`src/rtl/serial_mag_comparator_pkg.sv`:
```
// Shared types and defaults for the bit-serial magnitude comparator.
package cmp_pkg;

  typedef enum logic [1:0] {
    IDLE  = 2'd0,
    SHIFT = 2'd1,
    DONE  = 2'd2
  } cmp_state_t;

  localparam int unsigned CMP_DEFAULT_WIDTH = 8;

endpackage

```
`src/rtl/comparator.sv`:
```
// 1-bit cascade magnitude cell: e is the "all higher bits equal" enable.
module comparator (
  output logic gtr,
  output logic eq,
  output logic lt,
  input  logic A,
  input  logic B,
  input  logic e
);

  assign gtr = e &  A & ~B;
  assign lt  = e & ~A &  B;
  assign eq  = e & ~(A ^ B);

endmodule

```
`src/rtl/serial_mag_comparator.sv`:
```
// MSB-first bit-serial magnitude comparator driving a single comparator cell.
module serial_mag_comparator
  import cmp_pkg::*;
#(
  parameter int unsigned WIDTH      = CMP_DEFAULT_WIDTH,
  parameter bit          EARLY_EXIT = 1'b1
) (
  input  logic             clk,
  input  logic             rst_n,
  input  logic             start,
  input  logic [WIDTH-1:0] a_in,
  input  logic [WIDTH-1:0] b_in,
  output logic             busy,
  output logic             done,
  output logic             gtr,
  output logic             eq,
  output logic             lt
);

  localparam int unsigned CW = $clog2(WIDTH);

  cmp_state_t       state_q, state_d;
  logic [WIDTH-1:0] sa_q, sa_d;
  logic [WIDTH-1:0] sb_q, sb_d;
  logic [CW-1:0]    cnt_q, cnt_d;
  logic             eq_acc_q, eq_acc_d;
  logic             gt_acc_q, gt_acc_d;
  logic             lt_acc_q, lt_acc_d;
  logic             gtr_q, gtr_d;
  logic             eq_q, eq_d;
  logic             lt_q, lt_d;

  logic cell_gtr, cell_eq, cell_lt;

  comparator u_cell (
    .gtr (cell_gtr),
    .eq  (cell_eq),
    .lt  (cell_lt),
    .A   (sa_q[WIDTH-1]),
    .B   (sb_q[WIDTH-1]),
    .e   (eq_acc_q)
  );

  always_comb begin
    state_d  = state_q;
    sa_d     = sa_q;
    sb_d     = sb_q;
    cnt_d    = cnt_q;
    eq_acc_d = eq_acc_q;
    gt_acc_d = gt_acc_q;
    lt_acc_d = lt_acc_q;
    gtr_d    = gtr_q;
    eq_d     = eq_q;
    lt_d     = lt_q;

    unique case (state_q)
      IDLE, DONE: begin
        state_d = IDLE;
        if (start) begin
          sa_d     = a_in;
          sb_d     = b_in;
          cnt_d    = CW'(WIDTH - 1);
          eq_acc_d = 1'b1;
          gt_acc_d = 1'b0;
          lt_acc_d = 1'b0;
          state_d  = SHIFT;
        end
      end
      SHIFT: begin
        gt_acc_d = gt_acc_q | cell_gtr;
        lt_acc_d = lt_acc_q | cell_lt;
        eq_acc_d = cell_eq;
        sa_d     = {sa_q[WIDTH-2:0], 1'b0};
        sb_d     = {sb_q[WIDTH-2:0], 1'b0};
        cnt_d    = cnt_q - CW'(1);
        // Results are published on the exit edge so they are valid while done is high.
        if (cnt_q == '0 || (EARLY_EXIT && !cell_eq)) begin
          state_d = DONE;
          gtr_d   = gt_acc_q | cell_gtr;
          eq_d    = cell_eq;
          lt_d    = lt_acc_q | cell_lt;
        end
      end
      default: state_d = IDLE;
    endcase
  end

  always_ff @(posedge clk or negedge rst_n) begin
    if (!rst_n) begin
      state_q  <= IDLE;
      sa_q     <= '0;
      sb_q     <= '0;
      cnt_q    <= '0;
      eq_acc_q <= 1'b0;
      gt_acc_q <= 1'b0;
      lt_acc_q <= 1'b0;
      gtr_q    <= 1'b0;
      eq_q     <= 1'b0;
      lt_q     <= 1'b0;
    end else begin
      state_q  <= state_d;
      sa_q     <= sa_d;
      sb_q     <= sb_d;
      cnt_q    <= cnt_d;
      eq_acc_q <= eq_acc_d;
      gt_acc_q <= gt_acc_d;
      lt_acc_q <= lt_acc_d;
      gtr_q    <= gtr_d;
      eq_q     <= eq_d;
      lt_q     <= lt_d;
    end
  end

  assign busy = (state_q == SHIFT);
  assign done = (state_q == DONE);
  assign gtr  = gtr_q;
  assign eq   = eq_q;
  assign lt   = lt_q;

endmodule

```
`config.mk`:
```
export PLATFORM = sky130hd
export DESIGN_NAME = serial_mag_comparator
export DESIGN_NICKNAME = d
export VERILOG_FILES = /design/src/rtl/serial_mag_comparator_pkg.sv /design/src/rtl/comparator.sv /design/src/rtl/serial_mag_comparator.sv
export SDC_FILE = /design/constraint.sdc
export NUM_CORES = 1
export LEC_CHECK = 0
export CAP_MARGIN = 20
export CORE_ASPECT_RATIO = 1.75
export CORE_MARGIN = 8
export CORE_UTILIZATION = 30
export DETAILED_ROUTE_END_ITERATION = 12
export GPL_ROUTABILITY_DRIVEN = 0
export PLACE_DENSITY = 0.53
export RECOVER_POWER = 25
export SYNTH_ARGS = -nofsm -noshare
export SYNTH_HDL_FRONTEND = slang
export SYNTH_SLANG_ARGS = --single-unit
```
`constraint.sdc`:
```
create_clock -name clk -period 1.1 [get_ports clk]
set_input_delay 0.11 -clock clk [delete_from_list [all_inputs] [get_ports clk]]
set_output_delay 0.11 -clock clk [all_outputs]
set_load 0.01 [all_outputs]
```
; ---- Word level (Yosys, flattened, before mapping)
; Index checks and enable logic that the tools add are counted.
[classes]
add_sub_neg = 1
muxes = 14
n_reduce_logical = 8
bitwise_logic = 11
n_eq_ne = 4
[ops]
columns = cell, count
row1 = $pmux 8 s2, 2
row2 = $mux 8, 2
row3 = $pmux 1 s2, 3
row4 = $pmux 3 s2, 1
row5 = $and 1x1->1, 5
row6 = $pmux 2 s2, 1
row7 = $reduce_and 2->1, 2
row8 = $logic_not 3->1, 1
row9 = $mux 1, 3
row10 = $mux 3, 1
row11 = $not 1->1, 3
row12 = $sub 3x1->3 const B, 1
row13 = $eq 2x1->1 const B, 1
row14 = $eq 2x2->1 const B, 1
row15 = $logic_not 2->1, 1
row16 = $mux 2, 1
row17 = $ne 2x1->1 const B, 1
row18 = $ne 2x2->1 const B, 1
row19 = $or 1x1->1, 2
row20 = $reduce_bool 2->1, 1
row21 = $reduce_or 2->1, 1
row22 = $logic_not 1->1, 1
row23 = $logic_or 1x1->1, 1
row24 = $xor 1x1->1, 1
[totals]
output_inout_bits = 5
ff_bits = 27

; ---- Longest topological paths before layout
[depth]
depth_word = 7
depth_mapped = 5
depth_no_buf = 5

; ---- Hierarchy
; A second synthesis with hierarchy kept.
[hier_totals]
hier_cells = 130
area_unflattened_um2 = 1208.7
[by_module_without_submodules]
columns = mod, instances, cells_each, area_per_inst_um2, seq_area_each_um2
row1 = serial_mag_comparator, 1, 124, 1178.6, 675.6
row2 = comparator, 1, 6, 30.0, 0.0

; ---- Least setup slack after synthesis
; OpenSTA, ideal clock, no wires.
[synth_timing]
kind = register to register
start = reg state_q[1]
end = reg sa_q[0]
path_stages_with_launch = 6
t_required_ns = 0.979
path_slack_ns = -0.027
arrival_ns = 1.006
cell_sequence = dfrtp_1 > nand2b_1 > buf_2 > inv_2 > nor2_1 > a22o_1
[synth_lines]
columns = item, line_no
row1 = start: declaration, serial_mag_comparator.sv:22  ; cmp_state_t state_q, state_d;
row2 = start signal: assignment, serial_mag_comparator.sv:101  ; state_q <= state_d;
row3 = $eq 2x1->1 *, n/a
row4 = via busy, serial_mag_comparator.sv:13  ; output logic busy,
row5 = $reduce_bool 2->1 (no source line), n/a
row6 = $reduce_and 2->1 (no source line), n/a
row7 = end signal: assignment, serial_mag_comparator.sv:91  ; sa_q <= '0;
row8 = end signal: assignment, serial_mag_comparator.sv:102  ; sa_q <= sa_d;
row9 = end: declaration, serial_mag_comparator.sv:23  ; logic [WIDTH-1:0] sa_q, sa_d;
; The timed path passes the listed nets; every way through them passes the cells marked *.
; A chain may end at the register's enable or synchronous reset.

; ---- Final worst setup path
[layout_timing]
start = reg state_q[1]
end = reg lt_q, in the netlist lt
[layout_between]
elab_chain_cells = 2
[layout_lines]
columns = item, line_no
row1 = $eq 2x1->1, serial_mag_comparator.sv:56  ; unique case (state_q)
row2 = $reduce_and 2->1 (no source line), n/a
row3 = end signal: assignment, serial_mag_comparator.sv:110  ; lt_q <= lt_d;
row4 = end: declaration, serial_mag_comparator.sv:31  ; logic lt_q, lt_d;
; Every way passes these cells.

==> flow_metrics.py <==
metrics = {
    "logic_synthesis": {
        "syn_nets": 150,
        "yosysWarnings": 0,
        "ys_ff_latch": 27,
        "netlist_top_cells_area": "dfrtp_1, nand2_1, a31oi_1",
        "yosys.area.top_type": "dfrtp_1",
        "synth_edf_count": 0,
        "synth_cells": 129,
        "ys_seq_area_share_pct": 55.7,
        "yosys.cell_types.count": 25,
        "synthArstFlopShare_pct": 100,
        "synth_top_area_share_pct": 55.7,
        "synthFlopType": "dfrtp_1",
        "avgSynthCellArea_um2": 9.41,
        "syn_area_um2": 1210,
    },
    "run_status": {
        "status": "complete, but fails checks",
        "violations": "negative setup slack",
    },
    "power": {
        "cellPowerDensity_nw_per_um2": 2910,
        "ir_drop_uv": 1520,
        "p_leak_uw": 0.000864,
    },
    "placement": {
        "hpwl_um": 2140,
        "dp_slack_ns": -0.261,
        "numPortBuffers": 23,
    },
    "cells_and_area": {
        "layout.nets": 195,
        "num_antenna_cells": 0,
        "nFillCells": 352,
        "area_growth_pct": 61.4,
        "drive_gt1_share_pct": 37.0,
    },
    "clocking": {
        "clock-sinks": 27,
        "cts_tree": "done",
        "numCtsBuffers": 3,
        "clk_latency_ns": 0.27,
        "cts-root-buf": "clkbuf_8",
        "ctsHtreeMaxLevel": 1,
        "clk_pin_slew_ns": 0.10,
        "cts_max_path_buffers": 2,
    },
    "setup_path": {
        "r2r_slack_ns": -0.08,
        "cp_data_arrival_time_ns": 1.35,
        "timing.rr.end": "lt",
        "crit_chain": "nand2b_4 -> buf_12 -> buf_4 -> nor3_4 -> a2bb2oi_2",
        "critPathMaxFanout": 5,
        "cp_slowest_stage_delay_ns": 0.38,
        "crit_type": "reg -> reg",
        "cp-startpoint": "state_q[1]",
        "setup.worst_path.end": "lt",
        "critical_path_buf_inv_count": 2,
        "cp.depth": 5,
        "start_kind": "flop",
        "required_ns": 1.26,
        "path_delay_family": "flip-flops",
        "r2r-start": "state_q[1]",
        "end_kind": "flop",
        "r2r_cells": 5,
        "cpMaxStageDelayCell": "dfrtp_1",
    },
    "floorplanning": {
        "die_w_um": 64.1,
        "die_area_um2": 6420,
        "num_io_pins": 24,
        "core_um2": 3870,
        "initial_core_util_pct": 31.4,
        "die_h_um": 100,
        "rows": 30,
    },
    "global_routing": {
        "overflow": 0,
        "grt_start_max_net_pins": 29,
        "grt_pass1_vias": 1179,
        "use_met1_pct": 10.1,
        "grt_usage_pct": 10.0,
        "antenna_found_initial": 0,
        "grt_use_met3_pct": 2.46,
        "grtUsageMet2_pct": 18.4,
        "busiest_layer": "met2",
        "grt_first_pass_wirelength_um": 5220,
    },
    "timing": {
        "layout_setup_ws_ns": -0.0826,
        "drv_slew": 0,
        "slew-limit-headroom_pct": 54.5,
        "worstMarginPinSlew_ns": 0.682,
        "fin_crit_ns": 1.18,
        "fin_crit_sh_pct": 108,
        "hold_viol": 0,
        "max_freq_mhz": 846,
        "rsz0062_at_grt": "yes",
        "skew_ns": 0.00722,
        "setup_viol": 19,
        "tns_ns": -0.517,
    },
    "route": {
        "first_iter_violations": 18,
        "wl_um": 3220,
        "num_vias": 1095,
        "antenna_left": 0,
        "wl_per_cell_um": 14.6,
        "drc": 0,
        "vias_per_cell": 4.95,
        "first_pass_iters": 4,
    },
    "job": {
        "cap_violations": 0,
    },
    "min_path": {
        "hp-class": "in -> reg",
    },
}
synthesized netlist by cell type, drive strengths merged (2+ instances only):
master and instances:
ha 2, nor3 4, nand2 28, and3b 2, a21oi 5, a31oi 15, buf 7, a22o 2
a2bb2oi 2, inv 3, dfrtp 27, nand2b 3, o21ai 2, nor2 19, nor2b 2
layout make-up:
type / instances / area (um2) / share of cell area, %
clock buffers: 4 / 45.0 / 2.30
inverters: 3 / 13.8 / 0.702
multi-input cells: 91 / 647 / 33.0
flip-flops and latches: 27 / 677 / 34.5
well taps: 48 / 60.1 / 3.07
repair buffers: 48 / 517 / 26.4
state kept, by name, summed over array words and instances (netlist names):
signal,flops
cnt_q,3
eq,1
eq_acc_q,1
gt_acc_q,1
gtr,1
lt,1
lt_acc_q,1
sa_q,8
sb_q,8
state_q,2
routing by layer:
layer / vias to the layer above / routed length [um] / share of wire, %
met5: - / 0 / 0
li1: 524 / - / -
met2: 15 / 1750 / 54
met3: 4 / 111 / 3.5
met1: 552 / 1310 / 41
met4: 0 / 48 / 1.5
logic make-up (layout without fill, tap and decap cells):
family,Yosys count,in the layout,synth area share (%)
buf+inv,11,55,4.74
simple gates,60,60,21.3
flops,27,27,55.7
compound gates,28,28,15.5
fa+ha+maj,2,2,2.06
xor+xnor,1,1,0.722
what timing repair did:
action / 4_1_cts / 5_1_grt
gates resized for setup: 40 / 20
hold buffers: 0 / 0
pin swaps: 8 / 6
buffers inserted: 3 / 4
cloned: 0 / 3
setup endpoints to repair: 31 / 28
power by group:
| part | internal (uW) | switching (uW) |
|---|---|---|
| sequential | 1480 | 389 |
| clock | 260 | 312 |
| combinational | 1800 | 1470 |
| total | 3540 | 2170 |
layout by cell type (no fill, tap or decap), types with 2 or more instances in the layout:
master / n
nand2b_4: 2
clkbuf_8: 3
nor2_4: 3
nor2_1: 10
a21oi_1: 2
buf_6: 6
dfrtp_1: 26
nor2_2: 6
buf_4: 13
dlygate4sd2_1: 3
nor3_2: 2
nand2_1: 28
nor3_4: 2
buf_12: 3
a22o_1: 2
and3b_2: 2
a21oi_2: 2
clkdlybuf4s50_1: 17
a31oi_1: 14
clkbuf_16: 3
inv_2: 2
per-stage QoR:
step | hold slack, ns | utilization, % | power [uW] | instance area [um2] | cells
after floorplan | -0.186 | - | 3030 | 1220 | 129
after global placement | 0.480 | 41.8 | 3910 | 1620 | 209
after detailed placement | 0.484 | 41.8 | 3990 | 1620 | 209
after CTS | 0.195 | 46.3 | 5050 | 1790 | 215
after global routing | 0.393 | 50.7 | 6090 | 1960 | 221
final | 0.383 | 50.7 | 5710 | 1960 | 221
how the worst min path moves through the flow:
stage | depth (start not counted) | start | to
after floorplan | 0 | rst_n | cnt_q[0]
after global placement | 2 | rst_n | gtr
after detailed placement | 1 | sa_q[0] | sa_q[0]
after CTS | 2 | rst_n | eq
after global routing | 3 | b_in[4] | sb_q[4]
final | 3 | b_in[4] | sb_q[4]
worst register-to-register path, cell delays in order, from the launching register on:
cell,delay (ns)
dfrtp_1,0.38
nand2b_4,0.18
buf_12,0.15
buf_4,0.13
nor3_4,0.16
a2bb2oi_2,0.07
No activity file was read; power rests on OpenSTA's default activity.
